<file path="src/rtl/key_matrix_scan.sv">
// Parametrised ROWSxCOLS matrix-keypad scanner: debounces presses, locates the key by a row
// scan, and reports press/release pulses with optional auto-repeat.
module key_matrix_scan #(
    parameter int unsigned ROWS       = 4,
    parameter int unsigned COLS       = 4,
    parameter int unsigned KEY_W      = 4,
    parameter int unsigned DEB_CYC    = 500000,
    parameter int unsigned SETTLE_CYC = 8,
    parameter int unsigned REPEAT_EN  = 0,
    parameter int unsigned RPT_DLY    = 12500000,
    parameter int unsigned RPT_PER    = 2500000
) (
    input  logic             clk,
    input  logic             rst_n,
    input  logic [COLS-1:0]  key_col,
    output logic [ROWS-1:0]  key_row,
    output logic [KEY_W-1:0] key_num,
    output logic             key_vld,
    output logic             key_rpt,
    output logic             key_rel,
    output logic             busy
);

    localparam int unsigned RW      = (ROWS > 1) ? $clog2(ROWS) : 1;
    localparam int unsigned CW      = (COLS > 1) ? $clog2(COLS) : 1;
    localparam int unsigned DW      = $clog2(DEB_CYC + 1);
    localparam int unsigned SW      = $clog2(SETTLE_CYC + 1);
    localparam int unsigned RPT_MAX = (RPT_DLY > RPT_PER) ? RPT_DLY : RPT_PER;
    localparam int unsigned HW      = $clog2(RPT_MAX + 1);

    localparam logic [DW-1:0] DEB_LAST = DW'(DEB_CYC - 1);
    localparam logic [DW-1:0] DEB_SAT  = DW'(DEB_CYC);
    localparam logic [SW-1:0] SET_LAST = SW'(SETTLE_CYC - 1);
    localparam logic [RW-1:0] ROW_LAST = RW'(ROWS - 1);
    localparam logic [HW-1:0] DLY_LAST = HW'(RPT_DLY - 1);
    localparam logic [HW-1:0] PER_LAST = HW'(RPT_PER - 1);
    localparam logic [HW-1:0] HOLD_SAT = HW'(RPT_MAX);

    typedef enum logic [1:0] {
        StIdle,
        StScan,
        StHold
    } state_e;

    state_e           state_q, state_d;
    logic [COLS-1:0]  col_s1_q, col_s2_q;
    logic [DW-1:0]    deb_cnt_q, deb_cnt_d;
    logic [SW-1:0]    set_cnt_q, set_cnt_d;
    logic [RW-1:0]    row_q, row_d;
    logic [CW-1:0]    col_q, col_d;
    logic [HW-1:0]    hold_cnt_q, hold_cnt_d;
    logic             rpt_phase_q, rpt_phase_d;
    logic [KEY_W-1:0] key_num_q, key_num_d;
    logic             vld_q, vld_d;
    logic             rpt_q, rpt_d;
    logic             rel_q, rel_d;

    logic [CW-1:0]    low_col;
    logic             col_idle;
    logic             col_hit;
    logic [HW-1:0]    hold_lim;

    always_ff @(posedge clk or negedge rst_n) begin
        if (!rst_n) begin
            col_s1_q    <= '1;
            col_s2_q    <= '1;
            state_q     <= StIdle;
            deb_cnt_q   <= '0;
            set_cnt_q   <= '0;
            row_q       <= '0;
            col_q       <= '0;
            hold_cnt_q  <= '0;
            rpt_phase_q <= 1'b0;
            key_num_q   <= '0;
            vld_q       <= 1'b0;
            rpt_q       <= 1'b0;
            rel_q       <= 1'b0;
        end else begin
            col_s1_q    <= key_col;
            col_s2_q    <= col_s1_q;
            state_q     <= state_d;
            deb_cnt_q   <= deb_cnt_d;
            set_cnt_q   <= set_cnt_d;
            row_q       <= row_d;
            col_q       <= col_d;
            hold_cnt_q  <= hold_cnt_d;
            rpt_phase_q <= rpt_phase_d;
            key_num_q   <= key_num_d;
            vld_q       <= vld_d;
            rpt_q       <= rpt_d;
            rel_q       <= rel_d;
        end
    end

    // Lowest-index active column wins on a multi-column press.
    always_comb begin
        low_col = '0;
        for (int i = COLS - 1; i >= 0; i--) begin
            if (!col_s2_q[i]) begin
                low_col = CW'(i);
            end
        end
    end

    assign col_idle = &col_s2_q;
    assign col_hit  = ~col_s2_q[col_q];
    assign hold_lim = rpt_phase_q ? PER_LAST : DLY_LAST;

    always_comb begin
        state_d     = state_q;
        deb_cnt_d   = deb_cnt_q;
        set_cnt_d   = set_cnt_q;
        row_d       = row_q;
        col_d       = col_q;
        hold_cnt_d  = '0;
        rpt_phase_d = 1'b0;
        key_num_d   = key_num_q;
        vld_d       = 1'b0;
        rpt_d       = 1'b0;
        rel_d       = 1'b0;
        key_row     = '0;

        unique case (state_q)
            StIdle: begin
                if (col_idle) begin
                    deb_cnt_d = '0;
                end else if (deb_cnt_q == DEB_LAST) begin
                    state_d   = StScan;
                    deb_cnt_d = '0;
                    set_cnt_d = '0;
                    row_d     = '0;
                    col_d     = low_col;
                end else if (deb_cnt_q != DEB_SAT) begin
                    deb_cnt_d = deb_cnt_q + 1'b1;
                end
            end

            StScan: begin
                key_row = ~(ROWS'(1) << row_q);
                if (set_cnt_q == SET_LAST) begin
                    set_cnt_d = '0;
                    if (col_hit) begin
                        key_num_d = KEY_W'(32'(row_q) * COLS + 32'(col_q));
                        vld_d     = 1'b1;
                        state_d   = StHold;
                        deb_cnt_d = '0;
                    end else if (row_q == ROW_LAST) begin
                        state_d   = StIdle;
                        deb_cnt_d = '0;
                    end else begin
                        row_d = row_q + 1'b1;
                    end
                end else begin
                    set_cnt_d = set_cnt_q + 1'b1;
                end
            end

            StHold: begin
                if (!col_idle) begin
                    deb_cnt_d = '0;
                end else if (deb_cnt_q == DEB_LAST) begin
                    rel_d     = 1'b1;
                    state_d   = StIdle;
                    deb_cnt_d = '0;
                end else if (deb_cnt_q != DEB_SAT) begin
                    deb_cnt_d = deb_cnt_q + 1'b1;
                end

                // A release decided this cycle suppresses any coincident repeat.
                if (REPEAT_EN != 0 && !rel_d && col_hit) begin
                    rpt_phase_d = rpt_phase_q;
                    if (hold_cnt_q == hold_lim) begin
                        vld_d       = 1'b1;
                        rpt_d       = 1'b1;
                        hold_cnt_d  = '0;
                        rpt_phase_d = 1'b1;
                    end else if (hold_cnt_q != HOLD_SAT) begin
                        hold_cnt_d = hold_cnt_q + 1'b1;
                    end
                end
            end

            default: begin
                state_d = StIdle;
            end
        endcase
    end

    assign key_num = key_num_q;
    assign key_vld = vld_q;
    assign key_rpt = rpt_q;
    assign key_rel = rel_q;
    assign busy    = (state_q != StIdle);

endmodule
</file>
<file path="config.mk">
export PLATFORM = sky130hd
export DESIGN_NAME = key_matrix_scan
export DESIGN_NICKNAME = d
export VERILOG_FILES = /design/src/rtl/key_matrix_scan.sv
export SDC_FILE = /design/constraint.sdc
export NUM_CORES = 1
export LEC_CHECK = 0
export BUFFER_PORTS_ARGS = -buffer_cell sky130_fd_sc_hd__buf_2
export CAP_MARGIN = 20
export CORE_ASPECT_RATIO = 1.75
export CORE_MARGIN = 10
export CORE_UTILIZATION = 50
export CTS_BUF_LIST = sky130_fd_sc_hd__clkbuf_16
export CTS_CLUSTER_DIAMETER = 200
export DETAILED_ROUTE_END_ITERATION = 6
export PLACE_DENSITY = 0.69
export SLEW_MARGIN = 5
export SYNTH_ARGS = -nofsm -noshare
export SYNTH_HDL_FRONTEND = slang
export SYNTH_SLANG_ARGS = --single-unit
</file>
<file path="constraint.sdc">
create_clock -name clk -period 2.87 [get_ports clk]
set_input_delay 0.1435 -clock clk [delete_from_list [all_inputs] [get_ports clk]]
set_output_delay 0.1435 -clock clk [all_outputs]
set_load 0.005 [all_outputs]
</file>
# Word level (Yosys, flattened, before mapping)
# Cells that the tools add are included.
[totals]
ff_bits = 43
latchBits = 0
mem_bits_rw = 0
mem_bits_ro = 0
wordCells = 82
mem_count = 0
[op_classes]
add_sub_neg = 4
mul = 0
div = 0
order_cmp = 1
n_eq_ne = 14
n_shift = 1
mux = 38
n_bitwise = 3
n_reduce_logical = 11
[ops]
columns = ["operator", "n"]
rows = [
  ["19-bit 2-to-1 mux", 7],
  ["19-bit one-hot mux with 3 select lines", 1],
  ["2-bit 2-to-1 mux", 15],
  ["19-bit by 1-bit adder with 19-bit output (second input constant)", 1],
  ["19-bit equality test (second input constant)", 1],
  ["19-bit != test (second input constant)", 1],
  ["4-bit 2-to-1 mux", 4],
  ["2-bit != test (second input constant)", 7],
  ["3-bit AND reduction", 4],
  ["6-bit AND reduction", 2],
  ["4-bit one-hot mux with 2 select lines", 1],
  ["1-bit 2-to-1 mux", 7],
  ["2-bit one-hot mux with 3 select lines", 1],
  ["4-bit by 1-bit adder with 4-bit output (second input constant)", 1],
  ["4-bit by 2-bit adder with 4-bit output", 1],
  ["2-bit equality test (second input constant)", 2],
  ["4-bit by 3-bit equality test with 1-bit output (second input constant)", 1],
  ["4-bit inverter", 1],
  ["2-bit one-hot mux with 2 select lines", 1],
  ["4-bit AND reduction", 1],
  ["2-bit nonzero test", 2],
  ["1-bit by 2-bit << shifter with 4-bit output (first input constant)", 1],
  ["2-bit by 3-bit < comparator with 1-bit output (second input constant)", 1],
  ["3-bit != test (second input constant)", 1],
  ["other kinds (6)", 7],
]

# Depth between registers and ports, before layout
# Gate-level depths: netlist (run 1).
[logic_depth]
depth_word = 5
mapped_depth = 7

# Least setup slack after synthesis (run 1)
# No wires, ideal clock.
[synth_timing]
path_kind = "register -> register"
startpoint = "register col_q[0]"
endpoint = "register deb_cnt_q[0]"
setup_time_ns = 0.065
t_arrival_ns = 2.071
required_ns = 2.805
setup_slack_ns = 0.735
stages_incl_launch_ff = 6
path_cell_list = "dfrtp_1 -> mux4_2 -> a221o_2 -> a211oi_4 -> and2_4 -> mux2_2"
[synth_between]
elab_chain_cells = 5
word_cells_on_any_way = 7
cone_classes = "eq/ne (1); mux (5); reduce/logical (1)"
[synth_lines]
columns = ["item", "line_no", "rtl"]
rows = [
  ["start: declaration", "50", "logic [CW-1:0] col_q, col_d;"],
  ["start signal: assignment", "85", "col_q <= col_d;"],
  ["1-bit binary-select mux with 2-bit select (*)", "106", "assign col_hit = ~col_s2_q[col_q];"],
  ["1-bit 2-to-1 mux (not written as such) (*)", "106", ""],
  ["19-bit 2-to-1 mux", "142", "if (col_hit) begin"],
  ["19-bit 2-to-1 mux", "140", "if (set_cnt_q == SET_LAST) begin"],
  ["19-bit one-hot mux with 3 select lines", "123", "unique case (state_q)"],
  ["end signal: assignment", "82", "deb_cnt_q <= deb_cnt_d;"],
  ["end: declaration", "47", "logic [DW-1:0] deb_cnt_q, deb_cnt_d;"],
]
# Mark *: on every way between the ends. The rest lies on a longest branch, timed or not. The select of a mux whose other input is x is not followed.
# A chain may end at the register's enable or synchronous reset.

# Worst setup path after layout (run 1)
[layout_timing]
startpoint = "register col_q[0]"
endpoint = "register deb_cnt_q[17]"
# The elaborated chain is that of the path after synthesis.

==> results.sh, run 1 <==
export IMPL_ys_ff_latch=43
export IMPL_worstPathArrival_ps=2510
export IMPL_grt_use_total_pct=13.5
export IMPL_yosysMostFrequentCell="dfrtp_1"
export IMPL_worstSetupPathType="flip-flop to flip-flop"
export IMPL_yosysTopAreaCellShare_pct=36.9
export IMPL_synth_compound_area_share_pct=16.8
export IMPL_finalSetupViolCount=0
export IMPL_vdd_drop_max_v=0.000473
export IMPL_clockRootBuffer="clkbuf_16"
export IMPL_grt_pass1_vias=1913
export IMPL_grt_use_met3_pct=2.78
export IMPL_gr_usage_met1_pct=13.4
export IMPL_cp_end_kind="flip-flop"
export IMPL_initial_core_util_pct=51.4
export IMPL_maxCapViolations=0
export IMPL_routed_via_count=1898
export IMPL_io_buffers=16
export IMPL_startpoint_type="flip-flop"
export IMPL_hold_violations=0
export IMPL_ios=18
export IMPL_drc=0
export IMPL_grt_busiest_layer="met2"
export IMPL_synth_edff_count=0
export IMPL_grt_pass1_wl_mm=9.01
export IMPL_antenna_found_initial=0
export IMPL_rsz0062_at_grt="no"
export IMPL_yosysSeqAreaShare_pct=45.7
export IMPL_finalNonFillerCells=316
export IMPL_die_w_microns=72.1
export IMPL_clk_pin_slew_ps=60
export IMPL_dp_cells=304
export IMPL_timing_rr_end="deb_cnt_q[17]"
export IMPL_synth_simple_area_share_pct=20.9
export IMPL_r2r_start="col_q[0]"
export IMPL_avgSynthCellArea_sq_um=10.1
export IMPL_via_per_inst=6.01
export IMPL_syn_inst=234
export IMPL_clock_latency_ps=280
export IMPL_finalClockSkew_ps=4.30
export IMPL_synthAdderAreaFrac_pct=5.80
export IMPL_p_per_area_mw_per_mm2=508
export IMPL_die_h_microns=111
export IMPL_post_route_period_util_pct=80.5
export IMPL_fmax_ghz=0.433
export IMPL_yosysWarnings=0
export IMPL_antenna_cells=0
export IMPL_synth_distinct_cells=50
export IMPL_wl_mm=5.31
export IMPL_fillers=406
export IMPL_grt_overflow=0
export IMPL_numCtsBuffers=5
export IMPL_slew_viol_final=0
export IMPL_die_area_sq_mm=0.00801
export IMPL_antenna_left=0
export IMPL_cts_setup_buffers=0
export IMPL_cts_path_max_buffers=2
export IMPL_design_area_sq_mm=0.00273
export IMPL_syn_to_final_growth_pct=15.1
export IMPL_drt_pass1_iter_count=4
export IMPL_async_reset_ff_share_pct=100
export IMPL_placed_cell_area_sq_mm=0.00255
export IMPL_yosys_area_top_type="dfrtp_1"
export IMPL_hold_path_class="input port to async pin"
export IMPL_dp_hpwl_mm=3.98
export IMPL_p_leak_nw=1.32
export IMPL_worst_ep_required_time_ps=3070
export IMPL_drive_above_1_share_pct=20.1
export IMPL_initialDrtViolationCount=89
export IMPL_met2_usage_pct=24.6
export IMPL_core_sq_mm=0.00462
export IMPL_timing_setup_tns_ps=0
export IMPL_fp_row_count=33
export IMPL_synth_top_family_by_area="simple AND/OR/NAND/NOR gates"
export IMPL_gp_congestion=0.919
export IMPL_cts_tree="yes"
export IMPL_ys_flop_type="dfrtp_1"
export IMPL_clock_sinks=43
export IMPL_fin_crit_ps=2310
export IMPL_status="finished clean"
export IMPL_r2r_slack_ps=560
export IMPL_synth_common_cells="dfrtp_1 (35), nand3_1 (18), nand2_1 (17)"
export IMPL_wl_per_cell_microns=16.8
export IMPL_reg2reg_depth=6
export IMPL_final_nets=280
export IMPL_grt_max_degree=44
export IMPL_synth_area_leaders="dfrtp_1 (37%), dfstp_2 (8.9%), ha_1 (5.8%)"
export IMPL_syn_area_sq_mm=0.00237
export IMPL_htreeDepth=2
export IMPL_slew_headroom_pct=36.4
export IMPL_synth_xor_area_share_pct=0
export IMPL_worst_pin_slew_ps=954
export IMPL_syn_num_nets=251
export IMPL_synth_mux_area_share_pct=7.59
export IMPL_cp_max_fo=16
-- worst max-delay path by stage --
stage	start	to	slack, ps	depth (start not counted)
final	col_q[0]	deb_cnt_q[17]	560	6
after global routing	col_q[0]	deb_cnt_q[17]	370	6
after CTS	col_q[0]	deb_cnt_q[17]	540	6
after detailed placement	col_q[0]	deb_cnt_q[17]	560	6
after global placement	col_q[0]	deb_cnt_q[14]	610	6
after floorplan	col_q[0]	deb_cnt_q[0]	730	5
-- worst max-delay path: stages (launching register included) --
cell and delay, ps:
dfrtp_1 400, mux4_2 570, a221o_2 540, a211oi_4 310, buf_4 200, nand3_1 80
mux2i_1 130
-- layer usage --
metal,part of all wire [%],routed length (microns)
met2,55,2920
met4,4.0,211
met5,0,0
met3,3.7,195
met1,37,1980
-- state kept, by name, summed over array words and instances, names as in the netlist --
register,flops
col_q,2
row_q,2
col_s1_q,4
set_cnt_q,4
key_vld,1
state_q,2
key_num,4
key_rel,1
col_s2_q,4
deb_cnt_q,19
-- final cells by class --
| type | instances | area (sq um) | area share (%) |
|---|---|---|---|
| Clock buffer | 5 | 125 | 4.58 |
| Clock inverter | 3 | 16.3 | 0.595 |
| Inverter | 12 | 45.0 | 1.65 |
| Multi-Input combinational cell | 173 | 1220 | 44.5 |
| Sequential cell | 43 | 1090 | 39.7 |
| Tap cell | 52 | 65.1 | 2.38 |
| Timing Repair Buffer | 28 | 180 | 6.59 |
-- repair_timing --
action,4_1_cts,5_1_grt
hold endpoints to repair,4,0
resized for setup,0,0
hold buffers,4,0
-- power breakdown --
group,internal [mW],switching (mW),total (mW)
clock,0.317,0.222,0.539
sequential,0.651,0.0570,0.708
combinational,0.0684,0.0734,0.142
total,1.04,0.352,1.39
-- layout by cell type (no fill, tap or decap), drive strengths merged, types with 3 or more instances in the layout --
cell type and n:
nor2 11, nor2b 6, buf 24, inv 13, nand3 18, a22o 10, a21oi 12, o211ai 3
and3 8, mux2i 9, o21ai 10, nand4 6, nand2 17, clkbuf 5, and4 3, ha 11
dlygate4sd3 4, nor3 3, dfrtp 35, dfstp 8, nor4 3, and2 3, mux2 6, a21o 5
-- metrics by stage --
| step | power (mW) | hold slack (ps) | worst slack [ps] | util (%) |
|---|---|---|---|---|
| global route | 1.45 | 91.5 | 375 | 59.1 |
| detailed placement | 0.857 | 250 | 559 | 55.2 |
| global placement | 0.855 | 249 | 612 | 55.2 |
| CTS | 1.40 | 41.0 | 542 | 59.1 |
| finish | 1.39 | 15.1 | 560 | 59.1 |
| floorplan | 0.802 | -152 | 735 | - |
-- cell families (layout without fill, tap and decap cells) --
logic type,after synthesis,after routing
and+or+nand+nor,90,90
AOI/OAI and AO/OA,55,55
DFF,43,43
buffers and inverters,18,48
muxes,16,16
adders and majority gates,11,11
other,1,1
Power figures use the tool's default switching activity.
==> inputs of run 2 (changes only) <==
- ABC_AREA: default -> 1
- PLACE_DENSITY: 0.69 -> 0.72
- clock period: 2.87 -> 2.06 ns (I/O delays scaled with it)
==> results.sh, run 2 <==
export IMPL_yosysTopAreaCellShare_pct=35.2
export IMPL_antenna_left=0
export IMPL_synth_xor_area_share_pct=1.06
export IMPL_grt_max_degree=28
export IMPL_ctsResizeCount=0
export IMPL_cp_slowest_cell="dfrtp_1"
export IMPL_fmax_ghz=0.534
export IMPL_drt_pass1_iter_count=5
export IMPL_timing_rr_end="deb_cnt_q[14]"
export IMPL_synth_mux_area_share_pct=0
export IMPL_antenna_found_initial=0
export IMPL_final_nets=361
export IMPL_synth_area_leaders="dfrtp_1 (35%), nand2_1 (13%), dfstp_2 (8.4%)"
export IMPL_wl_mm=5.16
export IMPL_fin_crit_ps=1870
export IMPL_hold_path_class="input port to async pin"
export IMPL_yosysSeqAreaShare_pct=43.6
export IMPL_die_h_microns=113
export IMPL_synth_distinct_cells=32
export IMPL_wl_met1_mm=1.97
export IMPL_top_layer="met4"
export IMPL_hold_violations=0
export IMPL_p_per_area_mw_per_mm2=763
export IMPL_numCtsBuffers=5
export IMPL_r2r_slack_ps=190
export IMPL_grt_pass1_vias=2040
export IMPL_rsz0062_at_grt="no"
export IMPL_grt_use_total_pct=13.3
export IMPL_ys_ff_latch=43
export IMPL_p_leak_nw=1.41
export IMPL_grt_pass1_wl_mm=9.00
export IMPL_ios=18
export IMPL_path_depth=11
export IMPL_io_buffers=16
export IMPL_antenna_cells=0
export IMPL_via_per_inst=5.13
export IMPL_maxCapViolations=0
export IMPL_worstSetupPathType="flip-flop to flip-flop"
export IMPL_yosysWarnings=0
export IMPL_ys_flop_type="dfrtp_1"
export IMPL_synth_common_cells="nand2_1 (88), nor2_1 (39), dfrtp_1 (35)"
export IMPL_clock_latency_ps=280
export IMPL_cts_tree="yes"
export IMPL_status="finished clean"
export IMPL_cp_max_fo=9
export IMPL_cpMostUsedCell="nor2_4"
export IMPL_dp_hpwl_mm=3.95
export IMPL_routed_via_count=2037
export IMPL_finalSetupViolCount=0
export IMPL_timing_hold_ws_ps=264
export IMPL_die_area_sq_mm=0.00831
export IMPL_worst_ep_required_time_ps=2230
export IMPL_avgSynthCellArea_sq_um=7.90
export IMPL_synth_compound_area_share_pct=6.78
export IMPL_r2r_start="state_q[1]"
export IMPL_synth_top_family_by_area="simple AND/OR/NAND/NOR gates"
export IMPL_drc=0
export IMPL_timing_setup_tns_ps=0
export IMPL_die_w_microns=73.3
export IMPL_initial_core_util_pct=52.4
export IMPL_reg2reg_depth=11
export IMPL_syn_area_sq_mm=0.00249
export IMPL_htreeDepth=2
export IMPL_synth_edff_count=0
export IMPL_drive_above_1_share_pct=20.9
export IMPL_crit_buf_inv=3
export IMPL_core_sq_mm=0.00475
export IMPL_top_register="deb_cnt_q"
export IMPL_fillers=423
export IMPL_wl_met3_microns=196
export IMPL_clockRootBuffer="clkbuf_16"
export IMPL_startpoint_type="flip-flop"
export IMPL_post_route_period_util_pct=90.9
export IMPL_syn_to_final_growth_pct=14.4
export IMPL_clk_pin_slew_ps=60
export IMPL_yosysMostFrequentCell="nand2_1"
export IMPL_cp_cell_sequence="inv_1 > ha_1 > inv_4 > nor2_2 > nor2_4 > nand2_4 > nor2_4 > buf_4 > nand3_1 > nand2_1 > nor2_1"
export IMPL_vdd_drop_max_v=0.000678
export IMPL_initialDrtViolationCount=106
export IMPL_synthAdderAreaFrac_pct=5.53
export IMPL_yosys_area_top_type="dfrtp_1"
export IMPL_slew_viol_final=0
export IMPL_met2WireLength_mm=2.80
export IMPL_slowest_delay_ps=380
export IMPL_gp_congestion=0.850
export IMPL_clock_sinks=43
export IMPL_syn_num_nets=332
export IMPL_worstPathArrival_ps=2040
export IMPL_cts_path_max_buffers=2
export IMPL_async_reset_ff_share_pct=100
export IMPL_grt_overflow=0
export IMPL_largest_reg_flops=19
export IMPL_cp_end_kind="flip-flop"
export IMPL_final_cell_mix="nand2_1 (88), nor2_1 (39), dfrtp_1 (35), inv_1 (30), nand3_1 (26)"
export IMPL_finalClockSkew_ps=4.10
export IMPL_cp_top_family="simple AND/OR/NAND/NOR gates"
export IMPL_fp_row_count=33
export IMPL_synth_simple_area_share_pct=36.3
export IMPL_wl_per_cell_microns=13.0
export IMPL_syn_inst=315
export IMPL_layout_commonest_cell="nand2_1"
==> run 2: changes by cell type after synthesis, moves of 6 or more <==
cell     delta
nand3_1     +8
inv_1      +18
and3_1      -8
nand2_1    +71
mux2i_1     -9
nor2b_1     -6
a22o_1     -10
nor2_2     +12
nor2_1     +28
mux2_2      -6
==> run 2: report_power, final <==
part	switching, mW	internal (mW)
clock network	0.307	0.565
logic	0.171	0.116
registers	0.0941	0.921
==> run 2: cells by family after synthesis <==
| group | count (synthesis) |
|---|---|
| AND/OR/NAND/NOR | 191 |
| adder cells (fa/ha/maj) | 11 |
| XOR/XNOR | 3 |
| AO/OA/AOI/OAI | 28 |
| flip-flops | 43 |
| buffers and inverters | 38 |
| other | 1 |
==> run 2: worst reg2reg max path, stage by stage, from the launching register on <==
cell,delay (ps)
dfrtp_1,380
inv_1,80
ha_1,280
inv_4,150
nor2_2,70
nor2_4,110
nand2_4,100
nor2_4,210
buf_4,200
nand3_1,70
nand2_1,70
nor2_1,40
==> run 2: worst max-delay path by stage <==
stage          startpoint       endpoint  slack (ps)
6_report       state_q[1]  deb_cnt_q[14]         190
5_1_grt        state_q[1]   deb_cnt_q[9]          40
4_1_cts        state_q[1]  deb_cnt_q[14]          70
3_5_place_dp   state_q[1]  deb_cnt_q[14]          90
3_3_place_gp   state_q[1]   deb_cnt_q[7]         150
2_1_floorplan  state_q[1]  deb_cnt_q[12]         370
==> run 2: layout make-up <==
class	instances	area, sq um	share of cell area (%)
Tap cell	52	65.1	2.28
Clock inverter	3	38.8	1.36
Clock buffer	5	125	4.39
Timing Repair Buffer	25	160	5.62
Sequential cell	43	1090	38.1
Multi-Input combinational cell	234	1240	43.5
Inverter	35	134	4.70
==> run 2: per-layer routing <==
layer | vias up | track usage [%]
met5 | - | 0
met4 | 0 | 6.87
met3 | 13 | 3.06
met2 | 30 | 24.4
met1 | 945 | 13.2
li1 | 1049 | -
==> run 2: what timing repair did <==
action / in CTS / in global routing
buffers inserted: 0 / 2
hold buffers: 5 / 0
endpoints found under the setup margin: 0 / 4
hold endpoints to repair: 12 / 0
==> run 2: stage by stage <==
stage / utilization, % / power [mW] / instances / instance area [sq um] / setup slack (ps)
after floorplan: - / 1.22 / 315 / 2490 / 374
after global placement: 55.2 / 1.30 / 382 / 2620 / 150
final: 60.0 / 2.17 / 397 / 2850 / 187
after global routing: 60.0 / 2.29 / 397 / 2850 / 39.0
after detailed placement: 55.2 / 1.31 / 382 / 2620 / 86.2
after CTS: 59.7 / 2.19 / 395 / 2830 / 70.6
==> inputs of run 3 (changes only) <==
- BUFFER_PORTS_ARGS: -buffer_cell sky130_fd_sc_hd__buf_2 -> -buffer_cell sky130_fd_sc_hd__buf_4
- PLACE_DENSITY: 0.72 -> 0.69
- clock period: 2.06 -> 2.4 ns (I/O delays scaled with it)
==> results.sh, run 3 (synthesis results as in run 2) <==
export IMPL_die_w_microns=73.3
export IMPL_clockRootBuffer="clkbuf_16"
export IMPL_finalClockSkew_ps=4.07
export IMPL_placed_cell_area_sq_mm=0.00265
export IMPL_grt_overflow=0
export IMPL_largest_reg_flops=19
export IMPL_fmax_ghz=0.494
export IMPL_cp_max_fo=18
export IMPL_io_buffers=16
export IMPL_timing_setup_tns_ps=0
export IMPL_gp_congestion=0.812
export IMPL_via_per_inst=5.12
export IMPL_numCtsBuffers=5
export IMPL_routed_via_count=2013
export IMPL_core_sq_mm=0.00475
export IMPL_p_leak_nw=1.38
export IMPL_slew_viol_final=0
export IMPL_r2r_slack_ps=380
export IMPL_top_register="deb_cnt_q"
export IMPL_fillers=431
export IMPL_initialDrtViolationCount=89
export IMPL_rsz0062_at_grt="no"
export IMPL_clock_sinks=43
export IMPL_reg2reg_depth=10
export IMPL_fp_row_count=33
export IMPL_regArea_sq_mm=0.00109
export IMPL_die_area_sq_mm=0.00831
export IMPL_slew_headroom_pct=63.1
export IMPL_grt_use_total_pct=12.6
export IMPL_vdd_drop_max_v=0.000544
export IMPL_cts_path_max_buffers=2
export IMPL_final_cell_mix="nand2_1 (88), nor2_1 (39), dfrtp_1 (35), inv_1 (30), nand3_1 (26)"
export IMPL_antenna_cells=0
export IMPL_clk_pin_slew_ps=60
export IMPL_r2r_start="state_q[1]"
export IMPL_post_route_period_util_pct=84.3
export IMPL_cts_tree="yes"
export IMPL_slowest_delay_ps=400
export IMPL_grt_pass1_vias=2035
export IMPL_cp_end_kind="flip-flop"
export IMPL_worst_pin_slew_ps=554
export IMPL_dp_hpwl_mm=3.82
export IMPL_initial_core_util_pct=52.4
export IMPL_multiInputGateArea_sq_mm=0.00124
export IMPL_drive_above_1_share_pct=20.2
export IMPL_timing_rr_end="deb_cnt_q[6]"
export IMPL_fin_crit_ps=2020
export IMPL_startpoint_type="flip-flop"
export IMPL_final_nets=357
export IMPL_worstSetupPathType="flip-flop to flip-flop"
export IMPL_layout_commonest_cell="nand2_1"
export IMPL_cp_top_family="simple AND/OR/NAND/NOR gates"
export IMPL_design_area_sq_mm=0.00284
export IMPL_hold_path_class="input port to async pin"
export IMPL_maxCapViolations=0
export IMPL_p_per_area_mw_per_mm2=630
export IMPL_drt_pass1_iter_count=6
export IMPL_wl_per_cell_microns=12.8
export IMPL_worstPathArrival_ps=2200
export IMPL_timing_hold_ws_ps=358
export IMPL_clock_latency_ps=290
export IMPL_antenna_found_initial=0
export IMPL_ios=18
export IMPL_grt_max_degree=44
export IMPL_postLayoutSetupSlackWorst_ps=376
export IMPL_cts_setup_buffers=0
export IMPL_syn_to_final_growth_pct=14.2
export IMPL_grt_pass1_wl_mm=8.65
export IMPL_cp_slowest_cell="dfrtp_1"
export IMPL_die_h_microns=113
export IMPL_crit_buf_inv=2
export IMPL_cp_cell_sequence="inv_1 > ha_1 > inv_4 > nor2_2 > nor2_4 > nand2_4 > nor2_4 > nand2_1 > nor2_1 > nor2_2"
export IMPL_antenna_left=0
export IMPL_hold_violations=0
export IMPL_htreeDepth=2
export IMPL_finalSetupViolCount=0
export IMPL_status="finished clean"
export IMPL_fin_util_pct=59.9
export IMPL_drc=0
export IMPL_worst_ep_required_time_ps=2580
export IMPL_wl_mm=5.03
export IMPL_pre_cts_ws_ps=377
[run 3: routing by layer]
layer  wire, microns  track usage (%)  vias to the layer above
met5               0                0                        -
met2            2910             24.9                       27
met3             188             2.71                        6
met1            1850             11.5                      941
li1                -                -                     1039
met4              88             4.99                        0
[run 3: worst max path at each step]
stage | startpoint | endpoint | cells after the start
6_report | state_q[1] | deb_cnt_q[6] | 10
5_1_grt | state_q[1] | deb_cnt_q[6] | 11
4_1_cts | state_q[1] | deb_cnt_q[6] | 10
3_5_place_dp | state_q[1] | deb_cnt_q[6] | 10
3_3_place_gp | state_q[1] | deb_cnt_q[6] | 10
2_1_floorplan | state_q[1] | deb_cnt_q[12] | 11
[run 3: what timing repair did]
action / CTS / global route
gates resized for setup: 0 / 0
hold buffers: 5 / 0
endpoints found under the hold margin: 39 / 0
[run 3: stage by stage]
step | power, mW | std cells
finish | 1.79 | 393
global placement | 1.12 | 380
floorplan | 1.05 | 315
CTS | 1.81 | 393
detailed placement | 1.12 | 380
global route | 1.89 | 393
[run 3: report_power, final]
part	switching [mW]	internal, mW
Clock	0.290	0.389
Sequential	0.0777	0.790
Combinational	0.145	0.100
[run 3: area by class of cell]
type | instances | area share, %
clock buffers | 5 | 4.40
clock inverters | 3 | 0.836
inverters | 35 | 4.71
multi-input cells | 234 | 43.6
flip-flops and latches | 43 | 38.2
well taps | 52 | 2.29
repair buffers | 21 | 5.98
